File: config.mk
export PLATFORM = sky130hd
export DESIGN_NAME = cube_scan_ctrl
export DESIGN_NICKNAME = d
export VERILOG_FILES = /design/src/rtl/cube_scan_ctrl.sv
export SDC_FILE = /design/constraint.sdc
export NUM_CORES = 2
export LEC_CHECK = 0
export BUFFER_PORTS_ARGS = -buffer_cell sky130_fd_sc_hd__buf_2
export CAP_MARGIN = 25
export CORE_UTILIZATION = 40
export CTS_CLUSTER_SIZE = 30
export DETAILED_ROUTE_END_ITERATION = 8
export GPL_ROUTABILITY_DRIVEN = 0
export GPL_TIMING_DRIVEN = 1
export PLACE_DENSITY = 0.68
export SYNTH_ARGS = -nofsm -noshare
export SYNTH_HDL_FRONTEND = slang
export SYNTH_SLANG_ARGS = --single-unit
File: constraint.sdc
create_clock -name clk -period 58.3 [get_ports clk]
set_clock_uncertainty 0.1 [all_clocks]
set_input_delay 5.83 -clock clk [delete_from_list [all_inputs] [get_ports clk]]
set_output_delay 5.83 -clock clk [all_outputs]
set_load 0.05 [all_outputs]
File: src/rtl/cube_scan_ctrl.sv
// cube_scan_ctrl: layer-multiplexed scan controller for the 8x8x8 LED cube.
// Double-buffers incoming 512-bit frames (shadow/display) and swaps only at a
// full-scan boundary, so a frame is never shown partially. Each layer is
// preceded by a blanking gap to suppress ghosting.
// Optional build macro: CUBE_SCAN_PWM_EN adds brightness[3:0] and gates
// col_data with a 4-bit PWM counter during SHOW.
//
// state | meaning
// IDLE  | not scanning, all outputs off, waiting for scan_en and a frame
// BLANK | inter-layer gap, drivers off, dwell BLANK_TICKS cycles
// SHOW  | layer cur_layer lit with its column slice, dwell LAYER_TICKS cycles
module cube_scan_ctrl #(
   parameter int LAYER_TICKS = 12500,
   parameter int BLANK_TICKS = 100,
   parameter int CNT_W       = 16
) (
   input  logic         clk,
   input  logic         rst,
   input  logic [511:0] frame_cube_flat,
   input  logic         frame_valid,
   input  logic         scan_en,
`ifdef CUBE_SCAN_PWM_EN
   input  logic [3:0]   brightness,
`endif
   output logic [7:0]   layer_sel,
   output logic [63:0]  col_data,
   output logic [2:0]   cur_layer,
   output logic         frame_start,
   output logic         frame_dropped,
   output logic         active
);

   typedef enum logic [1:0] {IDLE, BLANK, SHOW} state_t;

   localparam logic [CNT_W-1:0] BLANK_LOAD = CNT_W'(BLANK_TICKS - 1);
   localparam logic [CNT_W-1:0] LAYER_LOAD = CNT_W'(LAYER_TICKS - 1);

   state_t           state;
   logic [CNT_W-1:0] cnt;
   logic [511:0]     shadow;
   logic [511:0]     display;
   logic             pending;
   logic             loaded;
   logic             swap;
   logic [63:0]      slice;
   logic [63:0]      show_first;
   logic [63:0]      show_next;

`ifdef CUBE_SCAN_PWM_EN
   logic [3:0]       pwm_cnt;
`endif

   assign slice = display[{cur_layer, 6'd0} +: 64];

   // Swap happens when a scan (re)starts with a frame waiting, or at the wrap.
   always_comb begin
      swap = 1'b0;
      case (state)
         IDLE:    swap = scan_en && pending;
         SHOW:    swap = scan_en && (cnt == '0) && (cur_layer == 3'd7) && pending;
         default: swap = 1'b0;
      endcase
   end

   // Column data for the first SHOW cycle and for subsequent SHOW cycles.
   always_comb begin
`ifdef CUBE_SCAN_PWM_EN
      show_first = (4'd0 < brightness) ? slice : 64'd0;
      show_next  = ((pwm_cnt + 4'd1) < brightness) ? slice : 64'd0;
`else
      show_first = slice;
      show_next  = slice;
`endif
   end

   // Shadow/display buffering; the swap reads the old shadow before capture.
   always_ff @(posedge clk or posedge rst) begin
      if (rst) begin
         shadow        <= '0;
         display       <= '0;
         pending       <= 1'b0;
         loaded        <= 1'b0;
         frame_dropped <= 1'b0;
      end else begin
         frame_dropped <= frame_valid && pending && !swap;
         if (swap) begin
            display <= shadow;
            loaded  <= 1'b1;
         end
         if (frame_valid) begin
            shadow  <= frame_cube_flat;
            pending <= 1'b1;
         end else if (swap) begin
            pending <= 1'b0;
         end
      end
   end

   // Scan FSM with registered drive outputs and down-counting dwell timer.
   always_ff @(posedge clk or posedge rst) begin
      if (rst) begin
         state       <= IDLE;
         cnt         <= '0;
         cur_layer   <= 3'd0;
         layer_sel   <= 8'd0;
         col_data    <= 64'd0;
         active      <= 1'b0;
         frame_start <= 1'b0;
`ifdef CUBE_SCAN_PWM_EN
         pwm_cnt     <= 4'd0;
`endif
      end else begin
         frame_start <= swap;
         case (state)
            IDLE: begin
               if (scan_en && (pending || loaded)) begin
                  state     <= BLANK;
                  cnt       <= BLANK_LOAD;
                  cur_layer <= 3'd0;
                  active    <= 1'b1;
               end
            end
            BLANK: begin
               if (!scan_en) begin
                  state     <= IDLE;
                  cnt       <= '0;
                  cur_layer <= 3'd0;
                  active    <= 1'b0;
               end else if (cnt == '0) begin
                  state     <= SHOW;
                  cnt       <= LAYER_LOAD;
                  layer_sel <= 8'd1 << cur_layer;
                  col_data  <= show_first;
`ifdef CUBE_SCAN_PWM_EN
                  pwm_cnt   <= 4'd0;
`endif
               end else begin
                  cnt <= cnt - 1'b1;
               end
            end
            SHOW: begin
               if (!scan_en) begin
                  state     <= IDLE;
                  cnt       <= '0;
                  cur_layer <= 3'd0;
                  layer_sel <= 8'd0;
                  col_data  <= 64'd0;
                  active    <= 1'b0;
               end else if (cnt == '0) begin
                  // cur_layer wraps 7 -> 0 naturally in 3 bits
                  state     <= BLANK;
                  cnt       <= BLANK_LOAD;
                  cur_layer <= cur_layer + 3'd1;
                  layer_sel <= 8'd0;
                  col_data  <= 64'd0;
               end else begin
                  cnt      <= cnt - 1'b1;
                  col_data <= show_next;
`ifdef CUBE_SCAN_PWM_EN
                  pwm_cnt  <= pwm_cnt + 4'd1;
`endif
               end
            end
            default: begin
               state     <= IDLE;
               cnt       <= '0;
               cur_layer <= 3'd0;
               layer_sel <= 8'd0;
               col_data  <= 64'd0;
               active    <= 1'b0;
            end
         endcase
      end
   end

endmodule

-- Word level (Yosys, flattened, before mapping)
Index checks and enable logic that the tools add are counted.
- register bits: 1122
- logic and storage cells: 78
- shifts and indexed selects: 2
- $add $sub $neg: 2
- multiplexer cells: 33
- equality and inequality tests: 10
- bitwise gates (word level): 1
- reductions and logical operators: 18
- operators with widths (cell ; count):
    $shiftx 512x10->64 ; 1
    $mux 64 ; 4
    $pmux 64 s3 ; 1
    $mux 16 ; 5
    $pmux 16 s3 ; 1
    $mux 8 ; 4
    $pmux 8 s3 ; 1
    $logic_not 16->1 ; 1
    $sub 16x1->16 const B ; 1
    $mux 3 ; 4
    $mux 2 ; 5
    $ne 2x2->1 const B ; 5
    $pmux 3 s3 ; 1
    $reduce_and 3->1 ; 3
    $shl 1x3->8 const A ; 1
    $logic_and 1x1->1 ; 7
    $ne 3x3->1 const B ; 2
    $pmux 2 s3 ; 1
    $mux 1 ; 4
    $pmux 1 s2 ; 2
    $reduce_and 4->1 ; 1
    $add 3x1->3 const B ; 1
    $eq 3x3->1 const B ; 1
    $eq 2x1->1 const B ; 1
    8 further kinds ; 8

-- Longest topological paths before layout
- depth in word-level cells: 7
- mapped depth: 11
- depth with buffers taken out: 7

-- Worst setup path before layout
No wires, ideal clock.
- kind: input-to-reg
- start point: input scan_en
- end point: register cnt[10]
- cell stages on the path: 5
- data required time: 58118 ps
- path slack: 50912 ps
- setup time: 82 ps
- data arrival time: 7206 ps
- cells stage by stage: clkbuf_1 o21ai_1 nor4_1 a41oi_1 a31oi_1
- longest elaborated chain between the ends: 2
- RTL lines (item ; line ; source):
    start, declared ; 21 ; input logic scan_en,
    $mux 16, or another cell as far along ; 142 ; if (!scan_en) begin
    $pmux 16 s3 or $ne 2x2->1 (tied branches) ; - ;
    end signal, assigned ; 138 ; cnt <= cnt - 1'b1;
    end signal, assigned ; 157 ; cnt <= cnt - 1'b1;
    end, declared ; 39 ; logic [CNT_W-1:0] cnt;
Parallel ways exist; a longest one is shown, timed or not.
A chain may end at the register's enable or synchronous reset.

-- Worst setup path in the final report
- start point: input scan_en
- end point: register display[404]
- longest elaborated chain between the ends: 4
- RTL lines (item ; line ; source):
    $logic_and 1x1->1 (3 in a row) ; 60 ; SHOW: swap = scan_en && (cnt == '0) && (cur_layer == 3'd7) && pending;
    $pmux 1 s2 (*) ; 58 ; case (state)
    end signal, assigned ; 87 ; display <= shadow;
    end, declared ; 41 ; logic [511:0] display;
Mark *: on every way between the ends. The rest lies on a longest branch, timed or not.

==> run summary <==
Worst-path fanout max: 75
Grt ovf: 0
Clock root cell: clkbuf_16
Instance count of the mapped netlist: 2745
Worst slew pin tran: 1.13 ns
Hold Path Class: reg -> reg
Register area share after synthesis: 0.612
Async SR Flop Fraction: 1.00
CTS resizes: 0
Top FF cell, synth: dfrtp_1
Row count: 123
Post-synthesis simple-gate area fraction: 0.00902
Vias in the first global route: 26699
Final wirelength: 106000 um
Endpoints failing setup: 0
Via/cell ratio: 5.12
Share of cells above drive strength 1: 0.464
Total track usage: 0.183
Yosys warns: 0
Synthesized cell area: 45900 sq um
Filler cell count in the final layout: 9750
Final hold vios: 0
Dpl ws: 47.14 ns
#FFs+latches synth: 1122
Bufs on Longest Clock Path: 3
Reg clk slew, reported paths: 0.06 ns
Initial antenna violation count: 50
Largest net degree at the start of global routing: 188
Nets: 3850
Post-synth top area cell: dfrtp_1
Synth unique cells: 52
Clk sinks: 1122
Synth top area share: 0.612
Global-route wire length before repair: 164000 um
Residual DRC: 0
1st-pass router iterations: 6
Leak Pwr: 24.0 nW
P per Cell Area: 43.9 nW/um^2
CTS tree: built
Count leader, synth: dfrtp_1
Synth top area cells: dfrtp_1, mux2_2, mux2_1
Avg Cell Area, Syn: 16.7 sq um
FMAX: 101 MHz
Chip width: 341 um
Post-synthesis mux area share: 0.330
Chip height: 341 um
Worst setup EP type: flop
Layout area overhead: 18.2%
Crit Path Class: in -> reg
Core ar.: 113000 sq um
Post-synth top cells: dfrtp_1, mux2_2, mux2_1, mux4_2, clkbuf_1
Main combinational cell family by area after synthesis: multiplexers
Setup Buffers After CTS: 0
Power consumption: 2.38 mW
Max cap viols: 0
Max VDD drop: 0.0000251 V
Starting DRT DRC Count: 1373
CTS Hold Bufs: 0
Compound-cell area share of the yosys netlist: 0.0201
Rel. slew slack: 0.246
RSZ-0062 raised after global routing: no
Top-level port count: 594
ANT nets after route: 0
H-tree depth: 3
Critical Path AT: 10.40 ns
HPWL Detailed: 70500 um
Slew Viols, Final: 0
Post-synthesis xor/xnor area fraction: 0.000382
Via Count: 25290
Post-Syn Nets: 3273
Worst EP required: 58.77 ns
DIE AREA: 116000 sq um
Initial Util: 0.406
Status: complete, no violations
Insertion delay to the later sink of the worst-skew pair: 0.69 ns
Hold Slack: 0.377 ns
Setup_tns: 0 ns
Number of synthesized flops with an enable pin: 0
Crit path launch type: input pin
Setup slack after layout: 48.37 ns
Synthesized-area fraction occupied by adder cells: 0.00327
Port Buffers: 593
Crit share post-route: 0.170
Final min period: 9.93 ns
CTS buffer count: 114
Wirelength per Cell: 21.4 um
## flip-flops by register name, indices dropped and copies added, names as in the netlist
| register | flops |
|---|---|
| active | 1 |
| cnt | 16 |
| col_data | 64 |
| cur_layer | 3 |
| display | 512 |
| frame_dropped | 1 |
| frame_start | 1 |
| layer_sel | 8 |
| loaded | 1 |
| pending | 1 |
| shadow | 512 |
| state | 2 |
## power by group
group / total (mW) / internal [mW] / switching [mW]
sequential: 1.12 / 1.00 / 0.116
clock: 0.779 / 0.466 / 0.313
combinational: 0.480 / 0.271 / 0.209
## critical path: stages
cell     delay, ns
buf_2         0.19
o211a_4       0.76
buf_4         0.34
buf_16        0.31
buf_4         0.71
buf_4         0.90
buf_4         0.74
mux2_2        0.40
## path summary, 6_finish.rpt
path | start | endpoint | slack [ns] | cells after the start
min in group asynchronous | rst | layer_sel[4]$_DFFE_PP0P_ | 5.15 | 2
min | display[430]$_DFFE_PP0P_ | display[430]$_DFFE_PP0P_ | 0.38 | 1
min reg2reg | display[430]$_DFFE_PP0P_ | display[430]$_DFFE_PP0P_ | 0.38 | 1
max in group asynchronous | rst | shadow[470]$_DFFE_PP0P_ | 48.43 | 8
max reg2reg | cnt[0]$_DFFE_PP0N_ | display[404]$_DFFE_PP0P_ | 51.84 | 12
max | scan_en | display[404]$_DFFE_PP0P_ | 48.37 | 8
## routing by layer
metal,vias to the layer above,wire length [um],part of all wire,global-route usage
li1,11261,-,-,-
met1,13248,46400,0.44,0.247
met3,193,5540,0.052,0.0434
met2,530,51300,0.48,0.295
met5,-,386,0.0036,0
met4,58,2330,0.022,0.0545
## per-stage QoR
| step | cells | utilization | area (sq um) |
|---|---|---|---|
| final | 4939 | 0.480 | 54200 |
| after global routing | 4936 | 0.479 | 54200 |
| after CTS | 4915 | 0.478 | 54100 |
| after detailed placement | 4700 | 0.442 | 50000 |
| after global placement | 4700 | 0.442 | 50000 |
| after floorplan | 2745 | - | 45900 |
## placed cells by master (no fill, tap or decap), types with 15 or more instances in the layout
cell and instances:
bufinv_16 15, o21ai_0 22, mux4_2 128, buf_4 32, o2bb2ai_1 64, clkbuf_8 28, diode_2 18, buf_2 592
clkbuf_16 115, nand2_1 26, dfrtp_1 1120, clkinv_2 25, mux2i_1 70, mux2_2 617, clkbuf_1 21, mux2_1 410
## kinds of logic after synthesis
| family | Yosys count |
|---|---|
| buffers and inverters | 187 |
| adder cells (fa/ha/maj) | 12 |
| flip-flops | 1122 |
| AO/OA/AOI/OAI | 120 |
| AND/OR/NAND/NOR | 77 |
| XOR/XNOR | 2 |
| multiplexers | 1225 |
## area by class of cell
type                       instances  area, sq um  share of cell area
sequential                      1122        28100               0.518
multi-input combinational       1436        16700               0.307
timing repair buffer             634         3420              0.0631
clock buffer                     164         3340              0.0616
tap                             1500         1880              0.0346
clock inverter                    51          737              0.0136
inverter                          14         62.6             0.00115
antenna                           18         45.0            0.000830
(Power assumes the default switching activity.)
